`src/rtl/stream_rr_arbiter.sv`:
```
// Packet-locked round-robin arbiter and N:1 stream mux. Holds the grant until the
// granted source's last beat handshakes, then rotates priority to the next source.
module stream_rr_arbiter #(
  parameter int T_DATA_WIDTH = 8,
  parameter int S_DATA_COUNT = 5,
  parameter int M_DATA_COUNT = 3,
  parameter int T_ID___WIDTH = $clog2(S_DATA_COUNT),
  parameter int T_DEST_WIDTH = $clog2(M_DATA_COUNT)
) (
  input  logic                                 clk,
  input  logic                                 rst_n,
  input  logic [S_DATA_COUNT*T_DATA_WIDTH-1:0] s_data_i,
  input  logic [S_DATA_COUNT*T_DEST_WIDTH-1:0] s_dest_i,
  input  logic [S_DATA_COUNT-1:0]              s_valid_i,
  input  logic [S_DATA_COUNT-1:0]              s_last_i,
  output logic [S_DATA_COUNT-1:0]              s_ready_o,
  output logic [T_DATA_WIDTH-1:0]              m_data_o,
  output logic [T_DEST_WIDTH-1:0]              m_dest_o,
  output logic [T_ID___WIDTH-1:0]              m_id_o,
  output logic                                 m_valid_o,
  output logic                                 m_last_o,
  input  logic                                 m_ready_i,
  output logic                                 busy_o
);

  typedef enum logic {IDLE = 1'b0, LOCKED = 1'b1} state_t;

  localparam logic [T_ID___WIDTH-1:0] LAST_IDX = T_ID___WIDTH'(S_DATA_COUNT - 1);

  state_t                  state_q, state_d;
  logic [T_ID___WIDTH-1:0] grant_q, grant_d;
  logic [T_ID___WIDTH-1:0] ptr_q, ptr_d;
  logic [T_ID___WIDTH-1:0] ptr_next;
  logic [S_DATA_COUNT-1:0] req_masked;
  logic                    locked;
  logic                    hs_last;

  // First requester scanning upward from start, wrapping by compare rather than modulo.
  function automatic logic [T_ID___WIDTH-1:0] rr_pick(
    input logic [S_DATA_COUNT-1:0] req,
    input logic [T_ID___WIDTH-1:0] start
  );
    logic [T_ID___WIDTH-1:0] idx;
    logic [T_ID___WIDTH-1:0] win;
    logic                    found;
    idx   = start;
    win   = '0;
    found = 1'b0;
    for (int i = 0; i < S_DATA_COUNT; i++) begin
      if (!found && req[idx]) begin
        win   = idx;
        found = 1'b1;
      end
      idx = (idx == LAST_IDX) ? '0 : idx + T_ID___WIDTH'(1);
    end
    return win;
  endfunction

  assign locked = (state_q == LOCKED);
  assign busy_o = locked;

  always_comb begin
    s_ready_o = '0;
    m_valid_o = 1'b0;
    m_last_o  = 1'b0;
    m_data_o  = '0;
    m_dest_o  = '0;
    m_id_o    = '0;
    if (locked) begin
      s_ready_o[grant_q] = m_ready_i;
      m_valid_o          = s_valid_i[grant_q];
      m_last_o           = s_last_i[grant_q] & s_valid_i[grant_q];
      m_data_o           = s_data_i[int'(grant_q)*T_DATA_WIDTH +: T_DATA_WIDTH];
      m_dest_o           = s_dest_i[int'(grant_q)*T_DEST_WIDTH +: T_DEST_WIDTH];
      m_id_o             = grant_q;
    end
  end

  always_comb begin
    state_d    = state_q;
    grant_d    = grant_q;
    ptr_d      = ptr_q;
    ptr_next   = (grant_q == LAST_IDX) ? '0 : grant_q + T_ID___WIDTH'(1);
    req_masked = s_valid_i & ~(S_DATA_COUNT'(1) << grant_q);
    hs_last    = locked & m_valid_o & m_ready_i & m_last_o;
    case (state_q)
      IDLE: begin
        if (|s_valid_i) begin
          grant_d = rr_pick(s_valid_i, ptr_q);
          state_d = LOCKED;
        end
      end
      LOCKED: begin
        // Same-cycle hand-over; the finishing source is excluded so others get a turn.
        if (hs_last) begin
          ptr_d = ptr_next;
          if (|req_masked) grant_d = rr_pick(req_masked, ptr_next);
          else             state_d = IDLE;
        end
      end
      default: state_d = IDLE;
    endcase
  end

  always_ff @(posedge clk or negedge rst_n) begin
    if (!rst_n) begin
      state_q <= IDLE;
      grant_q <= '0;
      ptr_q   <= '0;
    end else begin
      state_q <= state_d;
      grant_q <= grant_d;
      ptr_q   <= ptr_d;
    end
  end

endmodule

```
`config.mk`:
```
export PLATFORM = sky130hd
export DESIGN_NAME = stream_rr_arbiter
export DESIGN_NICKNAME = d
export VERILOG_FILES = /design/src/rtl/stream_rr_arbiter.sv
export SDC_FILE = /design/constraint.sdc
export NUM_CORES = 1
export LEC_CHECK = 0
export ABC_AREA = 1
export CAP_MARGIN = 20
export CORE_ASPECT_RATIO = 1.75
export CORE_UTILIZATION = 25
export CTS_CLUSTER_DIAMETER = 60
export DETAILED_ROUTE_END_ITERATION = 12
export MAX_ROUTING_LAYER = met4
export PLACE_DENSITY = 0.46
export SLEW_MARGIN = 20
export SYNTH_ARGS = -nofsm -noshare
export SYNTH_HDL_FRONTEND = slang
export SYNTH_SLANG_ARGS = --single-unit
```
`constraint.sdc`:
```
create_clock -name clk -period 4.4 [get_ports clk]
set_clock_uncertainty 0.15 [all_clocks]
set_input_delay 0.44 -clock clk [delete_from_list [all_inputs] [get_ports clk]]
set_output_delay 0.44 -clock clk [all_outputs]
set_load 0.01 [all_outputs]
```
; ---- Word-level counts from Yosys, hierarchy flattened
; Cells that the tools add are included.
; Widths: inputs -> output; s select.
[classes]
n_addsub = 9
n_lt_le_gt_ge = 12
eq_ne = 12
shift = 3
mux = 87
bitwise_logic = 8
reduce_logical = 21
[op_table]
columns = op, n
row1 = $mux 3, 23
row2 = $mux 1, 46
row3 = $lt 3x4->1 const B, 11
row4 = $shiftx 40x7->8, 1
row5 = $bmux 1 s3, 12
row6 = $add 3x1->3 const B, 9
row7 = $eq 3x3->1 const B, 9
row8 = $and 5x5->5, 2
row9 = $reduce_or 5->1, 2
row10 = $shiftx 10x5->2, 1
row11 = $logic_and 1x1->1, 9
row12 = $logic_not 1->1, 8
row13 = $mux 8, 1
row14 = $pmux 3 s2, 1
row15 = $mux 5, 1
row16 = $not 5->5, 1
row17 = $shl 1x3->5 const A, 1
row18 = $and 1x1->1, 4
row19 = $ne 2x1->1 const B, 2
row20 = $demux 1 s3, 1
row21 = $ge 3x1->1 const B, 1
row22 = $reduce_and 3->1, 1
row23 = $mux 2, 1
row24 = $ne 2x2->1 const B, 1
row25 = 3 further kinds, 3
[word_totals]
regBits = 7
inputBits = 63
out_inout_bits = 21
word_cells = 155

; ---- Logic depth before layout (Yosys ltp)
[logic_depth]
word_depth = 33
ltp_mapped = 27
ltp_nobuf = 25

; ---- Worst setup path after synthesis
; No wires, ideal clock.
[synth_path]
path_type = register -> register
startpoint = reg grant_q[0]
endpoint = reg grant_q[1]
setup_time_ps = 65
arrival_time_ps = 3148
t_required_ps = 4185
setup_slack_ps = 1037
path_stages_with_launch = 25
n_path_buf = 2
period_less_slack_ps = 3363
path_cell_list = dfrtp_1 -> inv_2 -> buf_2 -> buf_1 -> ha_1 -> nand2_4 -> nand2_1 -> ha_1 -> nand3_2 -> nand2_4 -> ha_1 -> nand3_2 -> nand2_4 -> nand3_4 -> nand2_4 -> nand3_2 -> nand2_4 -> nand2_4 -> nor2_4 -> nand3_1 -> nand2_1 -> nand2_1 -> nand2_1 -> nand2_1 -> nand2_1
[synth_via]
elab_chain_len = 33
word_cells_on_any_way = 74
cone_classes = add/sub: 5 / eq/ne: 7 / shift: 1 / mux: 45 / bitwise: 6 / reduce/logical: 10
[synth_lines]
columns = element, line
row1 = from (decl), 31  ; logic [T_ID___WIDTH-1:0] grant_q, grant_d;
row2 = from (signal assigned), 112  ; grant_q <= grant_d;
row3 = branches (longest 33 deep; another with $add 3x1->3), --
; Parallel ways; which one is timed is not known. The select of a mux whose other input is x is not followed.
; A chain may end at the register's enable or synchronous reset.

; ---- Final worst setup path
[layout_path]
startpoint = reg ptr_q[0]
endpoint = reg grant_q[2]
[layout_via]
elab_chain_len = 25
word_cells_on_any_way = 49
cone_classes = add/sub: 4 / eq/ne: 4 / mux: 33 / reduce/logical: 8
[layout_lines]
columns = element, line
row1 = from (decl), 32  ; logic [T_ID___WIDTH-1:0] ptr_q, ptr_d;
row2 = from (signal assigned), 113  ; ptr_q <= ptr_d;
row3 = branches (longest 22 deep; another with $add 3x1->3), --
row4 = $mux 3 *, 50  ; if (!found && req[idx]) begin
row5 = $mux 3 *, 88  ; if (|s_valid_i) begin
row6 = $pmux 3 s2 *, 86  ; case (state_q)
; Mark *: on every way between the ends. The select of a mux whose other input is x is not followed.

==> metrics.csv <==
metric,value,unit
status,finished clean,
peak supply drop,289.0,uV
Worst setup EP type,register,
HP Class,input pin to async pin,
Die W,76.37,um
Sink Count,7,
crit path DAT,3570,ps
iteration-0 DRC count of the detailed router,85,
share of layout cells above drive strength 1,9.751,%
Slew HR,46.32,%
Antenna Diode Count,0,
"EDFF count, synth",0,
CP Class,register to register,
top post-synthesis cells by area,"nand2_1 (21%), inv_1 (8.8%), ha_1 (8.8%), nand3_1 (8.5%), dfrtp_1 (7.2%)",
Reg-to-Reg Start,ptr_q[0]$_DFFE_PN0P_,
CP max FO,11,
# IOs,84,
"area leader, netlist",nand2_1,
Synth warnings,0,
worst path cell trace,inv_2 > ha_1 > nand2_1 > nand2_2 > ha_1 > nand3_1 > nand2_2 > ha_1 > or2_2 > nand2_1 > nand2_1 > o21ai_1 > nand2_1 > nand2_1 > nand2_1 > nor2_1 > nand3_1 > nand2_1 > nand2_1 > nand2_1 > nand2_1 > nand2_1,
Slew Limit Fails,0,
port bufs,83,
CTS root buf,clkbuf_16,
GR Util All Layers,19.87,%
H-tree depth,1,
final worst-path cycle share,80.75,%
Critical Path RT,4420,ps
CORE AREA,9409,um^2
final cell count without fillers,645,
# DRC,0,
"count leader, synth",nand2_1,
Final min period,3553,ps
CP max stage cell,dfrtp_1,
Max Clock Freq,281.5,MHz
Yosys cell types,37,
sequential element share of the synthesized area,7.239,%
Skew-Pair Late Insertion Delay,230,ps
top cell type's share of synthesized area,21.10,%
Post-Place Setup Slack,859.6,ps
Mapped Area,2420,um^2
Post-synth top flop,dfrtp_1,
Max Cap Viol,0,
post-DP HPWL,7.834,mm
Rows,47,
initial core utilization,25.72,%
Leak,1.700,nW
first-pass GRT wire length,15.35,mm
clk buf depth,2,
total CTS buffers,3,
placed standard-cell area,3376,um^2
Die Span Y,132.2,um
placed cells,641,
Fin. Hold Viols,0,
hold_buf cts,0,
vias in the first global route,3068,
wire per inst,14.87,um
number of nets in the final layout,604,
area grow syn2layout,42.76,%
Mapped Nets,524,
Post-CTS Setup Bufs,0,
post_cts resized,0,
endpoints failing setup,0,
synth cell count leaders,"nand2_1 (136), inv_1 (57), nor2_1 (46)",
Synth Register Bits,7,
Syn Inst Count,444,
CP Launch Point,ptr_q[0]$_DFFE_PN0P_,
vias per cell,4.816,
Finished Cell Area,3455,um^2
first-pass iteration count of the detailed router,4,
Buf/Inv on CP,1,
CP Depth,22,
Crit path max-delay family,simple AND/OR/NAND/NOR gates,
CP Launch Type,register,
ys async rst share,100.0,%
DRT Wirelength,9.591,mm
Die Footprint,10090,um^2
worst hold slack,352.6,ps
Power Dens Cells,857.6,nW/um^2
CTS tree,built,
GRT Residual Overflow,0,
R2R depth,22,
Mean Syn Cell Area,5.450,um^2
Worst path most repeated cell,nand2_1,
reg-to-reg critical path endpoint,grant_q[2]$_DFFE_PN0P_,
crit-path max cell delay,530,ps
worst slew pin tran,805.2,ps
RSZ-0062 raised after global routing,false,
Final Wtd Congestion,0.8323,
largest net degree at the start of global routing,31,
DRT antenna net count,0,
PnR worst setup slack,847.2,ps
Setup crit end,grant_q[2]$_DFFE_PN0P_,
reg2reg setup slack,850,ps
clk slew on worst S/H paths,40,ps
via count,3106,
initial antenna violation count,0,
final setup TNS,0,ps
## flip-flops by register name, summed over array words and instances (netlist names)
name,flops
busy_o,1
grant_q,3
ptr_q,3
## layer usage
layer	routed length, um	GRT usage (%)	up-vias
met4	323	8.440	0
met1	3394	18.10	1422
met2	5720	40.89	61
met3	153	1.107	18
li1	-	-	1605
met5	0	-	-
## area by class of cell
class | count | area [um^2]
Inverter | 68 | 255.2
Timing Repair Buffer | 87 | 860.8
Sequential cell | 7 | 175.2
Multi-Input combinational cell | 357 | 1932
Fill cell | 1088 | 5954
Tap cell | 122 | 152.6
Clock buffer | 4 | 78.83
## worst register-to-register path: stages (launching register included)
cell     delay, ps
dfrtp_1        530
inv_2          110
ha_1           240
nand2_1        110
nand2_2        130
ha_1           230
nand3_1        140
nand2_2        130
ha_1           220
or2_2          290
nand2_1         70
nand2_1        150
o21ai_1        280
nand2_1         80
nand2_1         60
nand2_1         50
nor2_1         160
nand3_1        100
nand2_1         60
nand2_1         50
nand2_1         60
nand2_1         50
nand2_1         50
## worst min path at each step
stage,startpoint,slack (ps),endpoint
detailed placement,ptr_q[2]$_DFFE_PN0P_,450,ptr_q[2]$_DFFE_PN0P_
global route,rst_n,380,busy_o$_DFF_PN0_
global placement,ptr_q[2]$_DFFE_PN0P_,440,ptr_q[2]$_DFFE_PN0P_
CTS,rst_n,370,busy_o$_DFF_PN0_
floorplan,rst_n,-6,busy_o$_DFF_PN0_
finish,rst_n,350,ptr_q[1]$_DFFE_PN0P_
## logic make-up after synthesis
logic type | synth area share, %
simple gates | 52.43
fa+ha+maj | 8.790
buf+inv | 12.93
compound gates | 18.61
flops | 7.239
## power breakdown
part           total, mW  internal (mW)  leakage, nW  switching [mW]
combinational       2.67          0.982         1.58            1.69
sequential         0.136         0.0858       0.0863          0.0499
clock              0.154          0.121       0.0382          0.0338
total               2.96           1.19         1.70            1.77
## metrics by stage
step / power, mW / utilization, %
3_3_place_gp: 2.826 / 35.88
5_1_grt: 3.315 / 36.72
6_report: 2.963 / 36.72
2_1_floorplan: 2.076 / -
3_5_place_dp: 2.811 / 35.88
4_1_cts: 2.984 / 36.72
## cell usage in the layout (no fill, tap or decap), types with 7 or more instances in the layout
cell and count:
ha_1 17, nor2_1 46, dfrtp_1 7, inv_2 9, nand2_1 136, o221ai_1 10
nand2_4 10, nand2_2 7, inv_1 57, clkdlybuf4s50_1 83, o21ai_0 34, nand3_2 7
nand3_1 41
Power figures use the tool's default switching activity.
